$ cat src/rtl/dht11_responder.sv
// Purpose: sensor-side DHT11 model; detects a host start pulse, then plays the response and 40-bit frame open-drain.
// Latency: busy rises 3 cycles after line_in rises at the end of a valid start; frame lasts 2240 cycles + sum of bit highs.
// Backpressure: none; phase timing is free-running and line_s is ignored once the frame starts.
//
// Ports:
//   clk, rst          1 MHz clock, asynchronous active-high reset
//   line_in           raw (asynchronous) level of the shared data line
//   humid_int/dec,
//   temp_int/dec      payload bytes, captured once when the host releases the line
//   corrupt_chk       (only with DHT11_RESPONDER_CHKSUM_ERR_EN) flips checksum bit 0 at capture
//   drive_low         1 = pull the line low, 0 = release to pull-up
//   busy              high from start acceptance until the frame ends
//   done              one-cycle pulse as the frame completes
// Optional feature macro: DHT11_RESPONDER_CHKSUM_ERR_EN
module dht11_responder #(
    parameter int START_MIN  = 16000,
    parameter int RESP_DELAY = 30,
    parameter int RESP_LOW   = 80,
    parameter int RESP_HIGH  = 80,
    parameter int BIT_LOW    = 50,
    parameter int ZERO_HIGH  = 26,
    parameter int ONE_HIGH   = 70,
    parameter int END_LOW    = 50
) (
    input  logic       clk,
    input  logic       rst,
    input  logic       line_in,
    input  logic [7:0] humid_int,
    input  logic [7:0] humid_dec,
    input  logic [7:0] temp_int,
    input  logic [7:0] temp_dec,
`ifdef DHT11_RESPONDER_CHKSUM_ERR_EN
    input  logic       corrupt_chk,
`endif
    output logic       drive_low,
    output logic       busy,
    output logic       done
);

    typedef enum logic [2:0] {
        IDLE, ARMED, DELAY, R_LOW, R_HIGH, B_LOW, B_HIGH, E_LOW
    } state_t;

    state_t      state;
    logic [1:0]  sync;
    logic        line_s;
    logic [14:0] cnt;
    logic [5:0]  bit_idx;
    logic [39:0] shreg;
    logic [7:0]  chk;
    logic [14:0] phase_last;
    logic        phase_end;

    // Synchronizer resets to the released (high) level so reset never looks like a start pulse.
    always_ff @(posedge clk or posedge rst) begin
        if (rst) begin
            sync <= 2'b11;
        end else begin
            sync <= {sync[0], line_in};
        end
    end
    assign line_s = sync[1];

`ifdef DHT11_RESPONDER_CHKSUM_ERR_EN
    assign chk = (humid_int + humid_dec + temp_int + temp_dec) ^ {7'd0, corrupt_chk};
`else
    assign chk = humid_int + humid_dec + temp_int + temp_dec;
`endif

    // Last count value of the current phase; B_HIGH length follows the bit being sent.
    always_comb begin
        phase_last = '0;
        case (state)
            DELAY:   phase_last = 15'(RESP_DELAY - 1);
            R_LOW:   phase_last = 15'(RESP_LOW - 1);
            R_HIGH:  phase_last = 15'(RESP_HIGH - 1);
            B_LOW:   phase_last = 15'(BIT_LOW - 1);
            B_HIGH:  phase_last = shreg[39] ? 15'(ONE_HIGH - 1) : 15'(ZERO_HIGH - 1);
            E_LOW:   phase_last = 15'(END_LOW - 1);
            default: phase_last = '0;
        endcase
    end
    assign phase_end = (cnt == phase_last);

    always_ff @(posedge clk or posedge rst) begin
        if (rst) begin
            state     <= IDLE;
            cnt       <= '0;
            bit_idx   <= '0;
            shreg     <= '0;
            drive_low <= 1'b0;
            busy      <= 1'b0;
            done      <= 1'b0;
        end else begin
            done <= 1'b0;
            case (state)
                IDLE: begin
                    if (!line_s) begin
                        cnt <= cnt + 15'd1;
                        if (cnt == 15'(START_MIN - 1)) begin
                            state <= ARMED;
                        end
                    end else begin
                        cnt <= '0;
                    end
                end
                ARMED: begin
                    if (line_s) begin
                        shreg   <= {humid_int, humid_dec, temp_int, temp_dec, chk};
                        cnt     <= '0;
                        bit_idx <= '0;
                        busy    <= 1'b1;
                        state   <= DELAY;
                    end
                end
                DELAY: begin
                    cnt <= phase_end ? 15'd0 : cnt + 15'd1;
                    if (phase_end) begin
                        state     <= R_LOW;
                        drive_low <= 1'b1;
                    end
                end
                R_LOW: begin
                    cnt <= phase_end ? 15'd0 : cnt + 15'd1;
                    if (phase_end) begin
                        state     <= R_HIGH;
                        drive_low <= 1'b0;
                    end
                end
                R_HIGH: begin
                    cnt <= phase_end ? 15'd0 : cnt + 15'd1;
                    if (phase_end) begin
                        state     <= B_LOW;
                        drive_low <= 1'b1;
                    end
                end
                B_LOW: begin
                    cnt <= phase_end ? 15'd0 : cnt + 15'd1;
                    if (phase_end) begin
                        state     <= B_HIGH;
                        drive_low <= 1'b0;
                    end
                end
                B_HIGH: begin
                    cnt <= phase_end ? 15'd0 : cnt + 15'd1;
                    if (phase_end) begin
                        shreg     <= {shreg[38:0], 1'b0};
                        bit_idx   <= bit_idx + 6'd1;
                        drive_low <= 1'b1;
                        state     <= (bit_idx == 6'd39) ? E_LOW : B_LOW;
                    end
                end
                E_LOW: begin
                    cnt <= phase_end ? 15'd0 : cnt + 15'd1;
                    if (phase_end) begin
                        state     <= IDLE;
                        drive_low <= 1'b0;
                        busy      <= 1'b0;
                        done      <= 1'b1;
                    end
                end
                default: begin
                    state     <= IDLE;
                    cnt       <= '0;
                    bit_idx   <= '0;
                    drive_low <= 1'b0;
                    busy      <= 1'b0;
                    done      <= 1'b0;
                end
            endcase
        end
    end

endmodule

$ cat config.mk
export PLATFORM = sky130hd
export DESIGN_NAME = dht11_responder
export DESIGN_NICKNAME = d
export VERILOG_FILES = /design/src/rtl/dht11_responder.sv
export SDC_FILE = /design/constraint.sdc
export NUM_CORES = 1
export LEC_CHECK = 0
export CORE_ASPECT_RATIO = 2
export CORE_MARGIN = 2
export CORE_UTILIZATION = 52
export DETAILED_ROUTE_END_ITERATION = 8
export PLACE_DENSITY_LB_ADDON = 0.2
export SLEW_MARGIN = 30
export SYNTH_ARGS = -nofsm -noshare
export SYNTH_HDL_FRONTEND = slang
export SYNTH_SLANG_ARGS = --single-unit
$ cat constraint.sdc
create_clock -name clk -period 2.2 [get_ports clk]
set_input_delay 0.22 -clock clk [delete_from_list [all_inputs] [get_ports clk]]
set_output_delay 0.22 -clock clk [all_outputs]
set_load 0.03 [all_outputs]
==> flow_metrics.py <==
metrics = {
    "synth": {
        "synth_edf_count": 0,
        "synth.distinct_cells": 57,
        "synthesis.area_sq_um": 4170,
        "avgSynthCellArea_sq_um": 10.2,
        "ys.warnings.count": 0,
        "async_reset_ff_share_pct": 100,
        "synth_nets": 467,
        "synthFlopType": "dfrtp_1",
        "seq_area_frac_synth_pct": 41.4,
        "postSynthCellCount": 409,
        "synth_seq_cells": 69,
    },
    "power_and_ir_drop": {
        "finalPower_mw": 3.73,
        "p_int_mw": 2.65,
        "swShare_pct": 29.0,
        "power.switching_mw": 1.08,
        "peakVddDrop_uv": 375,
        "powerDensity_nw_per_um2": 602,
        "clkPwrFrac_pct": 39.9,
        "p_leak_nw": 2.80,
        "power_frac_seq_pct": 34.5,
        "pwr-share-comb_pct": 25.6,
    },
    "cts": {
        "cts_buffer_depth": 2,
        "clk_pin_slew_ps": 60,
        "h-tree-depth": 3,
        "clk_latency_ps": 350,
        "cts_made_buffers": 9,
        "cts_hold_buf": 0,
        "cts_sinks": 69,
        "cts-root-buf": "clkbuf_16",
        "cts_tree": "yes",
    },
    "setup_path": {
        "crit_path_start_kind": "input pin",
        "reg2reg_to": "shreg[39]",
        "crit_required_ps": 2430,
        "crit_path_end_kind": "flip-flop",
        "crit_type": "in -> reg",
        "worstPathArrival_ps": 2840,
        "timing.reg2reg.worst_path_depth": 8,
        "r2r_setup_slack_ps": -330,
        "reg2reg_from": "cnt[10]",
        "worstPathMaxFanout": 3,
    },
    "die": {
        "chipWidth_um": 67.4,
        "num_rows": 46,
        "dieArea_sq_um": 8800,
        "fp.dieH_um": 131,
        "start_util_pct": 52.9,
        "design.core.area_sq_um": 7890,
        "ios": 38,
    },
    "route": {
        "via_per_inst": 6.42,
        "drc": 0,
        "first_iter_violations": 406,
        "wl_um": 15100,
        "drt_pre_antenna_iters": 5,
        "ant_nets": 0,
        "wire_per_inst_um": 23.7,
        "vias": 4074,
    },
    "min_path": {
        "hold_path_class": "in -> async",
    },
    "placement": {
        "port_buffers": 37,
        "dpl.hpwl_um": 8320,
        "gp_congestion": 0.891,
        "post-place-ws_ps": -1170,
        "dp_cells": 580,
    },
    "layout": {
        "final_common_cell": "buf_4",
        "layout.cells.most_common_list": "71 x buf_4, 66 x dfrtp_1, 42 x nand2_1",
        "fin_nets": 592,
        "antenna_cells": 0,
        "drive_gt1_share_pct": 37.7,
        "area_growth_pct": 48.4,
        "fin_cells": 635,
        "fin_util_pct": 78.6,
    },
    "timing": {
        "max_slew_margin_pct": 69.1,
        "hold_violations": 0,
        "worst_pin_slew_ps": 462,
        "period_needed_ps": 2610,
        "setup_ws_ps": -413,
        "max_freq_ghz": 0.383,
        "finalMaxSlewViolations": 0,
        "finalCritPeriodShare_pct": 119,
        "finalSetupViolCount": 60,
        "rsz0062_at_grt": "true",
        "finClkSkew_ps": 8.46,
    },
    "grt": {
        "antenna_found_initial": 0,
        "grt_start_max_net_pins": 56,
        "grt_overflow_total": 0,
        "grt_pass1_vias": 4320,
        "grt_pass1_wl_um": 23300,
        "grtUsageTotal_pct": 37.2,
    },
    "outcome": {
        "violations": "negative setup slack",
        "status": "finished with violations",
    },
    "job": {
        "drv_cap": 0,
    },
}
registers in the layout (all words and copies together), names as in the netlist:
name       flops
state          3
sync           2
busy           1
drive_low      1
bit_idx        6
cnt           15
shreg         40
done           1
routing by layer:
metal,up-vias,global-route usage [%],share of wire [%]
met5,-,0,0
met4,0,32.9,9.0
met3,81,8.13,4.0
met2,202,65.3,55
met1,2030,34.6,32
li1,1761,-,-
cell usage after synthesis, types with 4 or more instances:
library cell / instances / share of area, %
a211oi_1: 6 / 1.1
a21o_1: 4 / 0.72
a21oi_1: 9 / 1.1
a31oi_1: 8 / 1.2
and3_1: 4 / 0.60
and4_1: 6 / 1.3
buf_2: 9 / 1.1
clkbuf_1: 11 / 0.99
dfrtp_1: 67 / 40
fa_1: 14 / 6.7
ha_1: 9 / 2.7
inv_1: 39 / 3.5
nand2_1: 44 / 4.0
nand2b_1: 17 / 2.5
nand3_1: 21 / 2.5
nand4_1: 9 / 1.3
nor2_1: 9 / 0.81
o211ai_1: 6 / 1.1
o21ai_0: 14 / 1.7
o221a_1: 37 / 10
xnor2_1: 8 / 1.7
worst max-delay path, cell delays in order:
cell and delay (ps):
buf_8 80, inv_8 30, fa_1 500, fa_1 530
inv_2 50, ha_4 160, fa_2 390, a211oi_4 250
o21bai_1 130, a21oi_1 180, xnor2_1 130, nand2_1 60
o221a_1 110
metrics by stage:
stage                     hold slack, ps  area (sq um)  setup TNS, ps
final                                167          6190         -13570
after global placement               347          5130          -8850
after global routing                 211          6190         -18030
after CTS                            173          6160         -14270
after floorplan                      224          4260          -5490
after detailed placement             348          5130          -9750
power groups by stage:
stage	Clock, mW	Sequential [mW]	Combinational [mW]
after detailed placement	0	1.31	0.707
final	1.49	1.29	0.954
after global placement	0	1.31	0.690
after global routing	1.57	1.29	1.02
after floorplan	0	1.31	0.413
after CTS	1.48	1.29	0.844
how the worst max path moves through the flow:
stage                 start       end  slack, ps
2_1_floorplan   temp_int[1]  shreg[7]       -470
3_3_place_gp    temp_int[1]  shreg[7]      -1120
3_5_place_dp    temp_int[1]  shreg[7]      -1170
4_1_cts        humid_dec[1]  shreg[7]       -300
5_1_grt         temp_int[1]  shreg[6]       -460
6_report        temp_int[1]  shreg[7]       -410
kinds of logic after synthesis:
logic type               after synthesis  synth area share [%]
AND/OR/NAND/NOR                      128                  16.5
AO/OA/AOI/OAI                        111                  22.8
flip-flops                            69                  41.4
buffers and inverters                 63                  6.56
adder cells (fa/ha/maj)               23                  9.41
XOR/XNOR                              10                  2.10
multiplexers                           5                  1.26
final cells by class:
type	count	area, sq um
Fill cell	486	1690
Sequential cell	69	1730
Clock buffer	9	225
Tap cell	96	120
Multi-Input combinational cell	277	2510
Inverter	39	156
Timing Repair Buffer	138	1380
Clock inverter	7	73.8
timing repair:
item / in CTS / in global routing
gates resized for setup: 119 / 35
setup buffers: 31 / 5
hold endpoints to repair: 0 / 0
endpoints found under the setup margin: 61 / 66
pin swaps: 35 / 40
cloned: 10 / 1
No activity file was read; power rests on OpenSTA's default activity.
